### config.mk
export PLATFORM = sky130hd
export DESIGN_NAME = uart_tx_fifo
export DESIGN_NICKNAME = d
export VERILOG_FILES = /design/src/rtl/uart_pkg.sv /design/src/rtl/uart_sync_fifo.sv /design/src/rtl/uart_tx_fifo.sv
export SDC_FILE = /design/constraint.sdc
export NUM_CORES = 1
export LEC_CHECK = 0
export CAP_MARGIN = 0
export CORE_MARGIN = 5
export CORE_UTILIZATION = 60
export CTS_BUF_LIST = sky130_fd_sc_hd__clkbuf_8 sky130_fd_sc_hd__clkbuf_16
export CTS_CLUSTER_DIAMETER = 200
export DETAILED_ROUTE_END_ITERATION = 10
export GPL_TIMING_DRIVEN = 0
export HOLD_SLACK_MARGIN = 0.05
export PLACE_DENSITY = 0.78
export SYNTH_ARGS = -nofsm -noshare
export SYNTH_HDL_FRONTEND = slang
export SYNTH_SLANG_ARGS = --single-unit
### constraint.sdc
create_clock -name HCLK -period 4.2 [get_ports HCLK]
set_input_delay 0.42 -clock HCLK [delete_from_list [all_inputs] [get_ports HCLK]]
set_output_delay 0.42 -clock HCLK [all_outputs]
set_load 0.05 [all_outputs]
### src/rtl/uart_pkg.sv
// uart_pkg: types and constants shared by the UART transmit and receive paths
package uart_pkg;
  localparam int DATA_W = 8;
  localparam int OVERSAMPLE_DEF = 16;
  typedef enum logic [2:0] {IDLE, START, DATA, PARITY, STOP} uart_state_e;
  typedef enum logic {PARITY_EVEN = 1'b0, PARITY_ODD = 1'b1} parity_e;
  function automatic logic parity_bit(input logic [DATA_W-1:0] d, input parity_e mode);
    return (^d) ^ (mode == PARITY_ODD);
  endfunction
endpackage

### src/rtl/uart_sync_fifo.sv
// uart_sync_fifo: power-of-two synchronous FIFO with registered full/empty flags
module uart_sync_fifo #(
  parameter int DEPTH = 16,
  parameter int WIDTH = 8,
  localparam int AW = $clog2(DEPTH)
) (
  input  logic             HCLK,
  input  logic             HRESETn,
  input  logic             i_push,
  input  logic [WIDTH-1:0] i_data,
  input  logic             i_pop,
  output logic [WIDTH-1:0] o_data,
  output logic             o_full,
  output logic             o_empty,
  output logic [AW:0]      o_count
);
  logic [WIDTH-1:0] mem [DEPTH];
  logic [AW-1:0] wr_ptr, rd_ptr;
  logic [AW:0] count_d;
  logic do_push, do_pop;
  assign do_push = i_push && !o_full;
  assign do_pop = i_pop && !o_empty;
  assign count_d = o_count + (AW+1)'(do_push) - (AW+1)'(do_pop);
  assign o_data = mem[rd_ptr];
  always_ff @(posedge HCLK or negedge HRESETn)
    if (!HRESETn) begin
      wr_ptr <= '0;
      rd_ptr <= '0;
      o_count <= '0;
      o_full <= 1'b0;
      o_empty <= 1'b1;
    end else begin
      wr_ptr <= wr_ptr + AW'(do_push);
      rd_ptr <= rd_ptr + AW'(do_pop);
      o_count <= count_d;
      o_full <= count_d == (AW+1)'(DEPTH);
      o_empty <= count_d == '0;
    end
  always_ff @(posedge HCLK)
    if (do_push) mem[wr_ptr] <= i_data;
endmodule

### src/rtl/uart_tx_fifo.sv
// uart_tx_fifo: FIFO-buffered UART transmitter, start/8 data/optional parity/1-2 stop bits
module uart_tx_fifo
  import uart_pkg::*;
#(
  parameter int FIFO_DEPTH = 16,
  parameter int OVERSAMPLE = OVERSAMPLE_DEF
) (
  input  logic              HCLK,
  input  logic              HRESETn,
  input  logic              i_enable,
  input  logic              i_tick,
  input  logic [DATA_W-1:0] i_data,
  input  logic              i_valid,
  output logic              o_ready,
  input  logic              i_parity_en,
  input  logic              i_parity_odd,
  input  logic              i_two_stop,
  output logic              o_tx,
  output logic              o_busy,
  output logic              o_fifo_empty,
  output logic              o_fifo_full,
  output logic              o_done
);
  localparam int TW = $clog2(OVERSAMPLE);
  localparam int CW = $clog2(FIFO_DEPTH) + 1;
  uart_state_e state, state_d;
  logic [TW-1:0] tick_cnt, tick_d;
  logic [2:0] bit_idx, bit_d;
  logic [DATA_W-1:0] shift, shift_d, fifo_data;
  logic [CW-1:0] fifo_count;
  logic par_q, par_d, pe_q, pe_d, ts_q, ts_d, tx_d, done_d, pop, start_ok, last_tick;
  assign o_ready = !o_fifo_full;
  assign o_busy = state != IDLE;
  assign start_ok = i_enable && fifo_count != '0;
  assign last_tick = tick_cnt == TW'(OVERSAMPLE - 1);
  uart_sync_fifo #(.DEPTH(FIFO_DEPTH), .WIDTH(DATA_W)) u_fifo (
    .HCLK(HCLK),
    .HRESETn(HRESETn),
    .i_push(i_valid),
    .i_data(i_data),
    .i_pop(pop),
    .o_data(fifo_data),
    .o_full(o_fifo_full),
    .o_empty(o_fifo_empty),
    .o_count(fifo_count)
  );
  always_comb begin
    state_d = state;
    tick_d = tick_cnt;
    bit_d = bit_idx;
    shift_d = shift;
    par_d = par_q;
    pe_d = pe_q;
    ts_d = ts_q;
    pop = 1'b0;
    done_d = 1'b0;
    if (i_tick && state != IDLE) tick_d = last_tick ? '0 : tick_cnt + 1'b1;
    if (i_tick)
      case (state)
        IDLE: pop = start_ok;
        START: if (last_tick) begin
          state_d = DATA;
          bit_d = '0;
        end
        DATA: if (last_tick) begin
          shift_d = shift >> 1;
          bit_d = bit_idx + 1'b1;
          if (bit_idx == 3'(DATA_W - 1)) begin
            state_d = pe_q ? PARITY : STOP;
            bit_d = '0;
          end
        end
        PARITY: if (last_tick) begin
          state_d = STOP;
          bit_d = '0;
        end
        STOP: if (last_tick) begin
          bit_d = bit_idx + 1'b1;
          // bit_idx counts stop bits here; the last one ends the frame
          if (bit_idx[0] == ts_q) begin
            done_d = 1'b1;
            state_d = IDLE;
            pop = start_ok;
          end
        end
        default: state_d = IDLE;
      endcase
    if (pop) begin
      state_d = START;
      tick_d = '0;
      bit_d = '0;
      shift_d = fifo_data;
      par_d = parity_bit(fifo_data, parity_e'(i_parity_odd));
      pe_d = i_parity_en;
      ts_d = i_two_stop;
    end
    tx_d = (state_d == START) ? 1'b0 : (state_d == DATA) ? shift_d[0] : (state_d == PARITY) ? par_d : 1'b1;
  end
  always_ff @(posedge HCLK or negedge HRESETn)
    if (!HRESETn) begin
      state <= IDLE;
      tick_cnt <= '0;
      bit_idx <= '0;
      shift <= '0;
      par_q <= 1'b0;
      pe_q <= 1'b0;
      ts_q <= 1'b0;
      o_tx <= 1'b1;
      o_done <= 1'b0;
    end else begin
      state <= state_d;
      tick_cnt <= tick_d;
      bit_idx <= bit_d;
      shift <= shift_d;
      par_q <= par_d;
      pe_q <= pe_d;
      ts_q <= ts_d;
      o_tx <= tx_d;
      o_done <= done_d;
    end
endmodule

==> run summary <==
# Post-CTS Setup Buffers - 0
Area contributors post-synth - edfxtp_1 55%, dfrtp_1 13%, mux4_1 6.8%
DR iter-0 viols - 484
initial core utilization - 61.0%
fmax - 282 MHz
drt wl/cell - 24.0 um
Chip Height - 117 um
share of cells above drive strength 1 - 14.3%
synthesized instance count - 398
Pwr Density - 597 nW/um2
final worst path period share - 84.4%
Seq/Total Area, Yosys - 69.2%
Setup CP Type - flop to flop
CTS H-tree lvls - 4
number of global-route vias before repair - 3845
Nets - 468
maximum root-to-sink buffer count - 2
vias per std cell - 6.32
largest net degree at the start of global routing - 39
Max Cap Viol - 0
root buffer cell - clkbuf_16
drt pass-1 iters - 5
fill count - 723
Slew HR - 29.1%
post-synthesis register bit count - 166
Post-CTS Hold Fix Bufs - 0
Post-synth EDFFs - 128
top_reg_cell synth - edfxtp_1
worst hold-check path type - input pin to asynchronous set/reset pin
crit path capture type - flop
setup repair after global routing missed its margin - false
grt ovf - 0
VDD IR-drop max - 0.418 mV
Yosys cell types - 46
chip width - 117 um
post-synthesis cell area - 6930 um2
Yosys warnings - 0
Final Hold Fails - 0
Min Clock Period, post-route - 3.54 ns
Post-CTS Resized - 0
I/O pin count - 22
Port Buffers - 21
Total Power - 4700 uW
Slew Limit Fails - 0
Num CTS Buffers - 17
CP startpoint kind - flop
WP data required - 4.54 ns
gpl congestion - 0.901
Synth top area share - 55.5%
first-pass GRT wire length - 22200 um
Detail Route Antenna Nets - 0
antenna violations before repair - 0
DRC Markers - 0
clock latency on the worst-skew pair - 0.43 ns
crit path DAT - 3.88 ns
GRT Total Usage - 21.6%
Detailed Route WL - 14200 um
die area - 13800 um2
ANT cells - 0
Critical Path Fanout Max - 5
area leader, netlist - edfxtp_1
vias post-DR - 3741
P_leak - 0.00283 uW
status - complete, no violations
Synth Area per Inst - 17.4 um2
hpwl dp - 9050 um
Fin Setup TNS - 0 ns
# rows - 39
Worst-path clk slew - 0.06 ns
area grow syn2layout - 13.5%
core area - 11400 um2
Worst Tran Pin Value - 1.05 ns
ys async rst share - 22.9%
Clock Sinks - 166
CTS tree - done
syn nets - 427
Setup Skew - 0.00993 ns
# setup viols final - 0
final cells by class:
type | instances | area (um2) | share of cell area (%)
inverters | 12 | 45.0 | 0.573
flip-flops and latches | 166 | 4800 | 61.0
well taps | 143 | 179 | 2.27
multi-input cells | 203 | 1980 | 25.2
clock buffers | 17 | 425 | 5.41
plain buffers | 17 | 124 | 1.57
clock inverters | 12 | 106 | 1.35
repair buffers | 22 | 210 | 2.67
layout by cell type (no fill, tap or decap), types with 3 or more instances in the layout:
master,n
nor3_1,4
xor2_1,7
inv_6,4
clkdlybuf4s50_1,20
a21o_1,3
nor2_1,27
buf_2,3
and3_1,6
inv_1,14
ha_1,12
nand3_1,11
clkbuf_1,8
clkbuf_16,17
dfrtp_1,36
edfxtp_1,128
o21ai_0,11
a22oi_1,10
nor3_2,3
nand2_1,25
buf_4,5
xnor2_1,5
nor2b_1,5
a21oi_1,10
mux4_1,18
mux4_2,18
cell families (layout without fill, tap and decap cells):
group,count (synthesis),in the layout,share of synthesized area (%)
XOR/XNOR,16,16,2.74
AND/OR/NAND/NOR,93,93,6.34
adder cells (fa/ha/maj),13,13,2.45
flip-flops,166,166,69.2
AO/OA/AOI/OAI,44,44,4.01
buffers and inverters,29,80,2.44
multiplexers,37,37,12.8
worst max-delay path, cell delays in order, from the launching register on:
cell and delay [ns]:
dfrtp_1 0.38, inv_1 0.08, ha_1 0.14, or4b_2 0.60
nand4_1 0.15, a21o_1 0.20, nor2_1 0.13, ha_1 0.29
inv_1 0.04, ha_1 0.21, fa_1 0.41, xor2_1 0.17
or4_1 0.49, nor2b_1 0.17
cell usage after synthesis, types with 2 or more instances:
master and count:
buf_4 5, nand2_1 25, nor2_1 27, nand3_1 11, xor2_1 7, nor4_1 2
nor2b_1 5, ha_1 12, mux4_1 18, dfrtp_1 36, buf_12 2, nand3b_1 2
o21ai_0 11, a21o_1 3, edfxtp_1 128, a21oi_1 10, nand2b_1 2, inv_1 12
a22oi_1 10, clkbuf_1 8, xnor3_1 2, nor3_1 7, and3_1 6, dfstp_2 2
mux4_2 18, xnor2_1 5, nand4_1 2, o22ai_1 2
where the power goes:
| part | switching, uW | internal [uW] |
|---|---|---|
| registers | 124 | 2030 |
| clock network | 626 | 806 |
| logic | 618 | 494 |
| total | 1370 | 3330 |
state kept, by name (all words and copies together) (netlist names), 3 cells and up:
register,cells
u_fifo.mem,128
u_fifo.wr_ptr,4
tick_cnt,4
bit_idx,3
shift,8
u_fifo.o_count,5
u_fifo.rd_ptr,4
state,3
metrics by stage:
step | cells | setup WS [ns] | utilization [%] | area (um2) | hold WS [ns]
finish | 592 | 0.657 | 69.2 | 7870 | 0.104
global route | 592 | 0.500 | 69.2 | 7870 | 0.168
CTS | 592 | 0.633 | 69.1 | 7860 | 0.124
detailed placement | 563 | 0.472 | 64.4 | 7330 | 0.479
global placement | 562 | 0.530 | 64.4 | 7320 | 0.468
floorplan | 398 | 1.00 | - | 6930 | 0.124
per-layer routing:
layer | global-route usage [%] | up-vias | part of all wire [%]
met5 | 0 | - | 0
met4 | 7.38 | 0 | 1.7
met3 | 6.58 | 22 | 6.3
met2 | 35.6 | 172 | 53
met1 | 27.5 | 1899 | 39
li1 | - | 1648 | -
path summary, 6_finish.rpt:
| check | start | depth (start not counted) | to | slack, ns |
|---|---|---|---|---|
| min reg2reg | bit_idx[1] | 2 | bit_idx[1] | 0.50 |
| max | u_fifo.o_count[3] | 13 | u_fifo.o_full | 0.66 |
| min | HRESETn | 1 | u_fifo.o_count[3] | 0.10 |
| max in group asynchronous | HRESETn | 1 | shift[7] | 3.55 |
| min in group HCLK | bit_idx[1] | 2 | bit_idx[1] | 0.50 |
| max reg2reg | u_fifo.o_count[3] | 13 | u_fifo.o_full | 0.66 |
No activity file was read; power rests on OpenSTA's default activity.
